<file path="config.mk">
export PLATFORM = sky130hd
export DESIGN_NAME = hdmi_period_scheduler
export DESIGN_NICKNAME = d
export VERILOG_FILES = /design/src/rtl/hdmi_pkg.sv /design/src/rtl/hdmi_lookahead_delay.sv /design/src/rtl/hdmi_period_scheduler.sv
export SDC_FILE = /design/constraint.sdc
export NUM_CORES = 1
export LEC_CHECK = 0
export BUFFER_PORTS_ARGS = -buffer_cell sky130_fd_sc_hd__buf_4
export CORE_MARGIN = 2
export CORE_UTILIZATION = 55
export DETAILED_ROUTE_END_ITERATION = 10
export PLACE_DENSITY = 0.71
export SYNTH_ARGS = -nofsm -noshare
export SYNTH_HDL_FRONTEND = slang
export SYNTH_SLANG_ARGS = --single-unit
</file>
<file path="constraint.sdc">
create_clock -name pixclk -period 4 [get_ports pixclk]
set_input_delay 0.8 -clock pixclk [delete_from_list [all_inputs] [get_ports pixclk]]
set_output_delay 0.8 -clock pixclk [all_outputs]
set_load 0.02 [all_outputs]
</file>
<file path="src/rtl/hdmi_pkg.sv">
// Shared encodings and period lengths for the HDMI period scheduler.
package hdmi_pkg;

  typedef enum logic [2:0] {
    M_CTRL      = 3'd0,
    M_VID_PRE   = 3'd1,
    M_VID_GUARD = 3'd2,
    M_VIDEO     = 3'd3,
    M_ISL_PRE   = 3'd4,
    M_ISL_GUARD = 3'd5,
    M_ISL_DATA  = 3'd6
  } mode_e;

  localparam logic [3:0] CTL_VID_PRE = 4'b0001;
  localparam logic [3:0] CTL_ISL_PRE = 4'b0101;

  localparam int unsigned PRE_LEN   = 8;
  localparam int unsigned GUARD_LEN = 2;
  localparam int unsigned PKT_LEN   = 32;

  typedef struct packed {
    logic        de;
    logic        hsync;
    logic        vsync;
    logic [23:0] rgb;
  } pix_t;

endpackage

</file>
<file path="src/rtl/hdmi_lookahead_delay.sv">
// Lookahead window over the pixel stream: slot DEPTH is the live input,
// slot 0 the oldest registered pixel; also reports an all-blank window.
module hdmi_lookahead_delay
  import hdmi_pkg::*;
#(
  parameter int unsigned DEPTH = 66
) (
  input  logic           pixclk,
  input  logic           resetn,
  input  pix_t           pix_in,
  output pix_t           pix_out,
  output logic [DEPTH:0] de_win,
  output logic           win_zero
);

  pix_t sr [DEPTH];

  always_ff @(posedge pixclk or negedge resetn) begin
    if (!resetn) begin
      for (int unsigned j = 0; j < DEPTH; j++) sr[j] <= '0;
    end else begin
      sr[DEPTH-1] <= pix_in;
      for (int unsigned j = 0; j < DEPTH - 1; j++) sr[j] <= sr[j+1];
    end
  end

  always_comb begin
    de_win        = '0;
    de_win[DEPTH] = pix_in.de;
    for (int unsigned j = 0; j < DEPTH; j++) de_win[j] = sr[j].de;
  end

  assign pix_out  = sr[0];
  assign win_zero = ~|de_win;

endmodule

</file>
<file path="src/rtl/hdmi_period_scheduler.sv">
// Chooses control / video / data-island periods for the delayed TMDS stream
// and sequences data islands inside horizontal blanking.
module hdmi_period_scheduler
  import hdmi_pkg::*;
#(
  parameter int unsigned NPKT     = 1,
  parameter int unsigned MIN_CTRL = 12
) (
  input  logic        pixclk,
  input  logic        resetn,
  input  logic        de_i,
  input  logic        hsync_i,
  input  logic        vsync_i,
  input  logic [23:0] rgb_i,
  input  logic        pkt_valid,
  output logic        pkt_start,
  output logic        pkt_rd,
  output logic [4:0]  pkt_idx,
  output logic        pkt_num,
  output logic [2:0]  mode,
  output logic [3:0]  ctl,
  output logic        de_o,
  output logic        hsync_o,
  output logic        vsync_o,
  output logic [23:0] rgb_o
);

  localparam int unsigned D        = 22 + 12*NPKT + 32*NPKT;
  localparam int unsigned DATA_LEN = PKT_LEN * NPKT;

  typedef enum logic [2:0] {S_IDLE, S_PRE, S_LGUARD, S_DATA, S_TGUARD} isl_e;

  isl_e       state;
  logic [5:0] cnt;
  logic [5:0] ctrl_cnt;
  pix_t       slot0;
  logic [D:0] de_win;
  logic       win_zero;
  mode_e      mode_next;
  logic       commit, vid_guard, vid_pre;

  hdmi_lookahead_delay #(.DEPTH(D)) u_delay (
    .pixclk  (pixclk),
    .resetn  (resetn),
    .pix_in  ({de_i, hsync_i, vsync_i, rgb_i}),
    .pix_out (slot0),
    .de_win  (de_win),
    .win_zero(win_zero)
  );

  always_comb begin
    vid_guard = (de_win[1] & ~de_win[0]) | (de_win[2] & ~de_win[1]);
    vid_pre   = 1'b0;
    for (int unsigned k = 3; k <= 10; k++) vid_pre = vid_pre | (de_win[k] & ~de_win[k-1]);
    // A fully blank window guarantees the whole island plus MIN_CTRL fits before video.
    commit = (state == S_IDLE) && pkt_valid && win_zero && (32'(ctrl_cnt) >= MIN_CTRL);
    mode_next = M_CTRL;
    if (de_win[0])      mode_next = M_VIDEO;
    else if (vid_guard) mode_next = M_VID_GUARD;
    else if (vid_pre)   mode_next = M_VID_PRE;
    else begin
      case (state)
        S_PRE:              mode_next = M_ISL_PRE;
        S_LGUARD, S_TGUARD: mode_next = M_ISL_GUARD;
        S_DATA:             mode_next = M_ISL_DATA;
        default:            mode_next = M_CTRL;
      endcase
    end
  end

  always_ff @(posedge pixclk or negedge resetn) begin
    if (!resetn) begin
      state     <= S_IDLE;
      cnt       <= '0;
      ctrl_cnt  <= '0;
      mode      <= M_CTRL;
      ctl       <= '0;
      pkt_start <= 1'b0;
      pkt_rd    <= 1'b0;
      pkt_idx   <= '0;
      pkt_num   <= 1'b0;
      de_o      <= 1'b0;
      hsync_o   <= 1'b0;
      vsync_o   <= 1'b0;
      rgb_o     <= '0;
    end else begin
      mode    <= mode_next;
      ctl     <= (mode_next == M_VID_PRE) ? CTL_VID_PRE :
                 (mode_next == M_ISL_PRE) ? CTL_ISL_PRE : '0;
      de_o    <= slot0.de;
      hsync_o <= slot0.hsync;
      vsync_o <= slot0.vsync;
      rgb_o   <= slot0.rgb;
      if (mode_next == M_CTRL) ctrl_cnt <= (ctrl_cnt == 6'd63) ? ctrl_cnt : ctrl_cnt + 6'd1;
      else                     ctrl_cnt <= '0;
      pkt_start <= commit;
      pkt_rd    <= 1'b0;
      pkt_idx   <= '0;
      pkt_num   <= 1'b0;
      case (state)
        S_IDLE: if (commit) begin
          state <= S_PRE;
          cnt   <= '0;
        end
        S_PRE: if (cnt == 6'(PRE_LEN - 1)) begin
          state <= S_LGUARD;
          cnt   <= '0;
        end else cnt <= cnt + 6'd1;
        S_LGUARD: if (cnt == 6'(GUARD_LEN - 1)) begin
          state <= S_DATA;
          cnt   <= '0;
        end else cnt <= cnt + 6'd1;
        S_DATA: begin
          pkt_rd  <= 1'b1;
          pkt_idx <= cnt[4:0];
          pkt_num <= cnt[5];
          if (cnt == 6'(DATA_LEN - 1)) begin
            state <= S_TGUARD;
            cnt   <= '0;
          end else cnt <= cnt + 6'd1;
        end
        S_TGUARD: if (cnt == 6'(GUARD_LEN - 1)) begin
          state <= S_IDLE;
          cnt   <= '0;
        end else cnt <= cnt + 6'd1;
        default: state <= S_IDLE;
      endcase
    end
  end

endmodule

</file>
Word-level counts from Yosys, hierarchy flattened
Index checks and enable logic that the tools add are counted.

operators by class
  order comparisons = 1
  multiplexer cells = 22
  reductions and logical operators = 11
  add/subtract/negate cells = 2
  bitwise operators = 28
  eq/ne operators = 16

operators with widths
  kind                 count
  $reduce_or 67->1     1
  $mux 6               6
  $mux 3               10
  $pmux 6 s4           1
  $pmux 3 s5           1
  $add 6x1->6 const B  2
  $ne 2x2->1 const B   6
  $and 1x1->1          10
  $not 1->1            10
  $pmux 3 s3           1
  $or 1x1->1           8
  $eq 3x1->1 const B   2
  $eq 3x2->1 const B   2
  $eq 3x3->1 const B   2
  $eq 6x1->1 const B   1
  $eq 6x3->1 const B   1
  $eq 6x5->1 const B   1
  $eq 6x6->1 const B   1
  $ge 6x4->1 const B   1
  $logic_not 3->1      2
  $mux 5               1
  $reduce_and 5->1     1
  $reduce_bool 4->1    1
  $logic_and 1x1->1    3
  other kinds (4)      5

word-level totals
  logic and storage cells = 357
  output and inout port bits = 42
  register bits after elaboration = 1838

Depth between registers and ports, before layout
Gate-level depths: netlist of run 1.

  word-level depth = 15
  mapped depth = 7
  depth with buffers taken out = 7

Cells and area by module
From an unflattened synthesis of run 1, not the netlist that was laid out.

unflattened totals
  cells, all modules = 2085
  area, all modules = 47615.7 um^2

modules (own cells, without submodules)
  module                 cells an instance  instances  area each (um^2)
  hdmi_lookahead_delay   1899               1          45447.3
  hdmi_period_scheduler  186                1          2168.3

Least setup slack after synthesis of run 1
OpenSTA, ideal clock, no wires.

  path type = input-to-reg
  start point = input port pkt_valid
  end point = register cnt[4]
  slack = 1924 ps
  data arrival time = 1926 ps
  stages on the path = 5
  library setup time = 149 ps
  path through = nor4b_1 -> nand4_1 -> or4_4 -> o21ai_4 -> a41oi_2

on the way
  longest elaborated chain between the ends = 5

ends and longest elaborated chain
  item                            line                          source
  from (decl)                     hdmi_period_scheduler.sv:15   input logic pkt_valid,
  $logic_and 1x1->1 (3 in a row)  hdmi_period_scheduler.sv:56   commit = (state == S_IDLE) && pkt_valid && win_zero && (32'(ctrl_cnt) >= MIN_CTRL);
  $ne 2x2->1 (no line)            -
  $reduce_and 2->1 (no line)      -
  to (signal assigned)            hdmi_period_scheduler.sv:108  end else cnt <= cnt + 6'd1;
  to (signal assigned)            hdmi_period_scheduler.sv:112  end else cnt <= cnt + 6'd1;
  to (signal assigned)            hdmi_period_scheduler.sv:120  end else cnt <= cnt + 6'd1;
  to (decl)                       hdmi_period_scheduler.sv:34   logic [5:0] cnt;

Every way passes these cells.
A chain may end at the register's enable or synchronous reset.

Worst setup path after layout of run 1
  start point = register cnt[1]
  end point = register cnt[5]

on the way
  longest elaborated chain between the ends = 3

ends and longest elaborated chain
  item                                 line                          source
  $add 6x1->6 (tied with other cells)  -
  $mux 6, on equally long branches     -
  $pmux 6 s4 (*)                       hdmi_period_scheduler.sv:100  case (state)

Every way passes the cells marked *; elsewhere a longest branch is shown, timed or not.

==> results of run 1 <==
-- stage by stage --
| step | setup slack (ns) | cell area [µm²] | instances | util |
|---|---|---|---|---|
| after floorplan | 1.92 | 46800 | 1980 | - |
| after global placement | 1.50 | 49200 | 3223 | 0.581 |
| after detailed placement | 1.50 | 49200 | 3223 | 0.581 |
| after CTS | 1.85 | 54800 | 3523 | 0.647 |
| after global routing | 1.61 | 54800 | 3523 | 0.647 |
| final | 1.79 | 54800 | 3523 | 0.647 |
-- flip-flops by register name, summed over array words and instances, names as in the netlist, 2 cells and up --
name / cells
ctrl_cnt: 6
u_delay.sr: 1690
state: 3
u_delay.de_win: 66
u_delay.pix_out: 26
pkt_idx: 5
cnt: 6
rgb_o: 24
mode: 3
ctl: 2
-- path summary, 6_finish.rpt --
kind	startpoint	end	slack [ns]	depth (start not counted)
worst min-delay path	rgb_i[11]	u_delay.sr[11]$_DFF_PN0_	0.16	1
worst max-delay path	cnt[1]$_DFFE_PN0P_	cnt[5]$_DFFE_PN0P_	1.79	7
worst min register to register	u_delay.sr[1038]$_DFF_PN0_	u_delay.sr[1065]$_DFF_PN0_	0.33	0
min in group asynchronous	resetn	rgb_o[18]$_DFF_PN0_	0.70	2
max in group asynchronous	resetn	u_delay.sr[408]$_DFF_PN0_	2.01	3
worst max register to register	cnt[1]$_DFFE_PN0P_	cnt[5]$_DFFE_PN0P_	1.79	7
-- critical path: stages, from the launching register on --
cell and delay [ns]:
dfrtp_1 0.42, inv_1 0.14, ha_1 0.16, nand2b_1 0.08, nor4_1 0.49, o22ai_1 0.39, a41oi_1 0.34, a21oi_1 0.07
-- kinds of logic (layout without fill, tap and decap cells) --
logic type	Yosys count	in the layout	synth area share
XOR/XNOR	3	3	0.000561
flip-flops	1837	1837	0.982
AND/OR/NAND/NOR	89	89	0.0107
AO/OA/AOI/OAI	31	31	0.00441
buffers and inverters	13	412	0.00126
multiplexers	1	1	0.000214
adder cells (fa/ha/maj)	4	4	0.00107
other	1	2	0.0000801
-- final cells by class --
type / count / area [µm²]
Clock buffer: 248 / 4990
Clock inverter: 51 / 596
Fill cell: 5262 / 29900
Inverter: 8 / 30.0
Multi-Input combinational cell: 130 / 801
Sequential cell: 1837 / 46000
Tap cell: 1144 / 1430
Timing Repair Buffer: 105 / 1020
-- power by group through the flow --
| stage | Sequential [mW] | Clock [mW] | Combinational (mW) |
|---|---|---|---|
| after floorplan | 19.8 | 0 | 0.0873 |
| after global placement | 19.8 | 0 | 0.498 |
| after detailed placement | 19.9 | 0 | 0.544 |
| after CTS | 19.6 | 16.5 | 0.557 |
| after global routing | 19.7 | 17.3 | 0.636 |
| final | 19.6 | 16.0 | 0.527 |
-- per-layer routing --
| layer | up-vias | track usage | share of wire |
|---|---|---|---|
| li1 | 6766 | - | - |
| met1 | 9037 | 0.235 | 0.42 |
| met2 | 331 | 0.274 | 0.52 |
| met3 | 144 | 0.0402 | 0.039 |
| met4 | 0 | 0.0536 | 0.022 |
| met5 | - | 0 | 0 |
-- placed cells by master (no fill, tap or decap), types with 2 or more instances in the layout --
cell	netlist	routed
buf_4	2	86
and2_1	5	5
and3_1	2	2
inv_16	0	4
inv_6	0	6
buf_12	0	17
conb_1	1	2
nor3_1	7	7
clkinv_8	0	3
nor3b_1	2	2
nand2_1	11	11
a31oi_1	3	3
clkbuf_1	1	33
nand4_1	5	5
clkinvlp_4	0	8
nand3_1	7	7
o21ai_0	5	5
a21oi_1	12	12
o21ai_1	2	2
ha_1	4	4
clkbuf_8	0	46
or2_2	2	2
nor2b_1	4	4
nor4_1	14	14
nand2b_1	5	5
dfrtp_1	1837	1837
xnor2_1	2	2
bufinv_16	0	7
nor2_1	18	18
clkinv_2	0	21
inv_1	8	8
clkbuf_16	0	169
-- timing repair --
action / 4_1_cts / 5_1_grt
hold buffers: 1 / 0
hold endpoints to repair: 34 / 0
endpoints found under the setup margin: 0 / 0
==> summary.md, run 1 <==
| Metric | Value |
|---|---|
| CTS Buf Count | 168 |
| Fmax | 452 MHz |
| Io pins | 72 |
| Synth Flop Type | dfrtp_1 |
| Die H | roughly 300 µm |
| Area delta synth->final | 17.1% |
| Top-count cell post-synth | dfrtp_1 |
| Syn avg cell area | 23.7 µm² |
| Slew @ Worst Pin | 0.882 ns |
| IO buf count | 69 |
| RePlAce Congestion | 0.725 |
| Starting DRC count in detailed routing | 1109 |
| Tcrit/Tclk final | 0.553 |
| Mapped Cells | 1979 |
| Post-synthesis sequential area ratio | 0.982 |
| Share of the synthesized area in the top cell type | 0.982 |
| Final total power | 36.1 mW |
| Hold slack | 0.163 ns |
| PwrDens | 658 mW/mm² |
| Internal power | 28.6 mW |
| Lkg Pwr | 26.2 nW |
| Critical Path Sink Type | register |
| Max VDD drop | between 0.4 and 0.5 mV |
| Synth Register Bits | 1837 |
| CP arrival | approximately 2.8 ns |
| Area leader, netlist | dfrtp_1 |
| Asr flop ratio synth | 1.00 |
| Post-synth EDFFs | 0 |
| Detailed-placement wirelength estimate | 27.1 mm |
| Vias in the first global route | 19300 |
| Worst Skew | 0.0209 ns |
| Max FO, Critical Path | 7 |
| Switching pwr | approximately 7.5 mW |
| Row Count | approximately 110 |
| DR DRC count | 0 |
| Req. time, crit path | 4.62 ns |
| Setup repair bufs after CTS | 0 |
| Logic pwr share | 0.015 |
| CP Launch Type | register |
| Mapped cell area | roughly 0.047 mm² |
| Sequential Power Share | 0.543 |
| Setup TNS | 0 ns |
| CTS sink cnt | 1837 |
| DRT Wirelength | 68.0 mm |
| DR vias/cell | approximately 4.6 |
| Share of layout cells above drive strength 1 | 0.159 |
| Largest net degree at the start of global routing | 145 |
| Reg clk slew, reported paths | 0.06 ns |
| Top cells by area, synth | dfrtp_1, nor4_1, nor2_1 |
| Final hold vios | 0 |
| First-pass GRT wire length | around 110 mm |
| WL/cell | 19.3 µm |
| Status | completed |
| CTS tree | built |
| Headroom to the max-slew limit | 0.412 |
| Total track usage | 0.170 |
| Die area | 0.0875 mm² |
| Starting Density | 0.553 |
| Hold crit path type | in2reg |
| Grt total ovfl | 0 |
| Inserted Diodes | 0 |
| Clock power share | 0.442 |
| # nets final | roughly 2300 |
| Sw frac | 0.209 |
| Htree depth | 4 |
| Slew Limit Fails | 0 |
| Initial antenna violation count | 0 |
| Post_cts resized | 0 |
| Netlist cell types | 42 |
| Synth warn | 0 |
| Core area | 0.0847 mm² |
| Final min period | 2.21 ns |
| Root Buffer | clkbuf_16 |
| Die X-Extent | a little under 300 µm |
| Clk_lat worst skew | approximately 0.75 ns |
| Clk buf depth | 3 |
| Crit Path Class | reg2reg |
| RSZ-0062 raised after global routing | false |
| Final Setup Violations | 0 |
| Drt pass-1 iters | 6 |
| Post-DRT Antenna Nets | 0 |
| Commonest cells in the synthesized netlist | dfrtp_1, nor2_1, nor4_1 |
| Vias | 16300 |
| Max-cap viol count | 0 |
(Power assumes the default switching activity.)
==> run 2, diff against run 1 <==
--- a/config.mk
+++ b/config.mk
@@ -7,9 +7,9 @@
 export LEC_CHECK = 0
 export BUFFER_PORTS_ARGS = -buffer_cell sky130_fd_sc_hd__buf_4
 export CORE_MARGIN = 2
-export CORE_UTILIZATION = 55
+export CORE_UTILIZATION = 54
 export DETAILED_ROUTE_END_ITERATION = 10
-export PLACE_DENSITY = 0.71
+export PLACE_DENSITY = 0.73
 export SYNTH_ARGS = -nofsm -noshare
 export SYNTH_HDL_FRONTEND = slang
 export SYNTH_SLANG_ARGS = --single-unit
==> constraint.sdc (replaced) <==
create_clock -name pixclk -period 2 [get_ports pixclk]
set_input_delay 0.4 -clock pixclk [delete_from_list [all_inputs] [get_ports pixclk]]
set_output_delay 0.4 -clock pixclk [all_outputs]
set_load 0.02 [all_outputs]
==> run 2 against run 1 <==
Against the previous run:
- register-to-register slack got worse by 1.9 ns
- the run now ends with setup timing left
- setup slack got worse by 1.9 ns
- largest cell class unchanged
- maximum frequency rose by 7.2%
- design area rose by 1.1%
- final cell count rose by 1.4%
- non-clock buffer count rose by 58
- clock power rose by 99%
==> summary.md, run 2 (synthesized netlist as in run 1, its figures left out) <==
| Metric | Value |
|---|---|
| Status | complete, but fails checks |
| Failing checks | setup timing |
| Final min period | 2.06 ns |
| Cell family with most CP delay | simple AND/OR/NAND/NOR gates |
| Req. time, crit path | 2.55 ns |
| Final total power | 72.1 mW |
| RePlAce Congestion | 0.697 |
| Fill count | 5274 |
| Die area | around 0.089 mm² |
| CP Launch Type | register |
| # nets final | between 2000 and 2500 |
| Worst path depth | 5 |
| Worst setup margin | -0.0631 ns |
| Post-DRT Antenna Nets | 0 |
| Die H | 298 µm |
| Crit. Startpoint | u_delay.de_win[50]$_DFF_PN0_ |
| DR vias/cell | 4.63 |
| Reg with most FFs | u_delay.sr |
| Slew @ Worst Pin | ~0.61 ns |
| Max-cap viol count | 0 |
| Initial antenna violation count | 0 |
| Finished Cell Area | 0.0554 mm² |
| Detailed-placement wirelength estimate | about 27 mm |
| CP endpoint | cnt[4]$_DFFE_PN0P_ |
| Clk_lat worst skew | 0.72 ns |
| Vias in the first global route | just under 20000 |
| Max VDD drop | 0.845 mV |
| Die X-Extent | 298 µm |
| Row Count | 107 |
| Crit-path slowest cell | or4_4 |
| DRT Wirelength | 63.6 mm |
| Drt pass-1 iters | 5 |
| DR DRC count | 0 |
| Crit-path cells | nor4_4 -> nand4_1 -> or4_4 -> o21ai_4 -> a41oi_2 |
| Io pins | 72 |
| CP bufs+invs | 0 |
| RSZ-0062 raised after global routing | true |
| Slowest stage delay, CP | 0.58 ns |
| Clk buf depth | 3 |
| Core area | between 0.08 and 0.09 mm² |
| Total track usage | 0.157 |
| First-pass GRT wire length | roughly 110 mm |
| Register area | between 0.04 and 0.05 mm² |
| Grt total ovfl | 0 |
| Setup WS pre-CTS | -0.0500 ns |
| Critical Path Sink Type | register |
| Area after DPL | 0.0495 mm² |
| Worst Skew | 0.0152 ns |
| Fmax | slightly below 500 MHz |
| Worst R2R Path Depth | 5 |
| Area delta synth->final | 18.4% |
| Highest-count cells in the layout ignoring fill and taps | dfrtp_1, clkbuf_16, buf_4 |
| Reg clk slew, reported paths | roughly 0.060 ns |
| Inserted Diodes | 0 |
| IO buf count | 69 |
| Utilization after layout | 0.648 |
| Share of layout cells above drive strength 1 | 0.172 |
| Final hold vios | 0 |
| Max reg flops | 1690 |
| Final Setup Violations | 4 |
| Lkg Pwr | between 20 and 30 nW |
| CTS Buf Count | 167 |
| Htree depth | 4 |
| Slew Limit Fails | 0 |
| Starting Density | 0.547 |
| Root Buffer | clkbuf_16 |
| RR Endpoint | cnt[4]$_DFFE_PN0P_ |
| WL/cell | approximately 18 µm |
| Hold crit path type | in2async |
| Tcrit/Tclk final | 1.03 |
| Crit Path Class | reg2reg |
| CP arrival | 2.61 ns |
| PwrDens | roughly 1300 mW/mm² |
| Largest net degree at the start of global routing | roughly 110 |
| Starting DRC count in detailed routing | ~1100 |
| Worst r2r src | u_delay.de_win[50]$_DFF_PN0_ |
| CTS sink cnt | between 1500 and 2000 |
| R2r setup slk | -0.06 ns |
| Setup TNS | -0.146 ns |
| Multi-input logic area | 902 µm² |
| Commonest non-fill, non-tap cell in the layout | dfrtp_1 |
| Vias | 16500 |
| Headroom to the max-slew limit | 0.588 |
| CTS tree | built |
| Max FO, Critical Path | 6 |
-- run 2: cell count changes in the layout (fill, tap and decap cells not counted), sizes merged --
| cell | delta |
|---|---|
| buf | +31 |
| bufinv | +3 |
| clkbuf | -3 |
| clkinv | -1 |
| clkinvlp | -3 |
| dlygate4sd3 | +27 |
| inv | -4 |
-- run 2: area by class of cell --
type | count | share of cell area
clock buffer | 245 | 0.0904
inverter | 8 | 0.000542
timing repair buffer | 163 | 0.0278
tap | 1144 | 0.0258
clock inverter | 46 | 0.00991
sequential | 1837 | 0.829
multi-input combinational | 130 | 0.0163
-- run 2: layer usage --
metal | vias up | global-route usage | share of wire
met4 | 0 | 0.0604 | 0.025
met1 | 9175 | 0.217 | 0.42
li1 | 6878 | - | -
met5 | - | 0 | 0
met2 | 338 | 0.248 | 0.52
met3 | 138 | 0.0356 | 0.038
-- run 2: worst register-to-register path: stages, from the launching register on --
cell and delay (ns):
dfrtp_1 0.42, nor4_4 0.32, nand4_1 0.16, or4_4 0.58
o21ai_4 0.24, a41oi_2 0.18
-- run 2: where the power goes --
group / total, mW / internal (mW) / switching (mW) / leakage, nW
Combinational: 1.17 / 0.298 / 0.868 / 1.27
Sequential: 39.2 / 38.6 / 0.570 / 22.5
Clock: 31.8 / 18.6 / 13.1 / 2.74
Total: 72.1 / 57.5 / 14.6 / 26.5
-- run 2: how the worst min path moves through the flow --
stage	end	startpoint	cells after the start	slack [ns]
final	u_delay.sr[1693]$_DFF_PN0_	resetn	2	0.24
after CTS	u_delay.sr[1747]$_DFF_PN0_	resetn	2	0.21
after floorplan	cnt[0]$_DFFE_PN0P_	resetn	0	0.10
after global placement	rgb_o[19]$_DFF_PN0_	resetn	1	0.33
after detailed placement	u_delay.pix_out[19]$_DFF_PN0_	resetn	1	0.33
after global routing	rgb_o[19]$_DFF_PN0_	resetn	2	0.24
-- run 2: repair_timing --
action	4_1_cts	5_1_grt
setup buffers	2	0
hold buffers	28	0
setup endpoints to repair	6	9
pin swaps	2	4
endpoints found under the hold margin	388	0
resized for setup	6	11
-- run 2: per-stage QoR --
step	hold slack, ns	cells
after floorplan	0.104	1980
after global placement	0.329	3252
after detailed placement	0.333	3252
after CTS	0.210	3573
after global routing	0.241	3573
final	0.241	3573
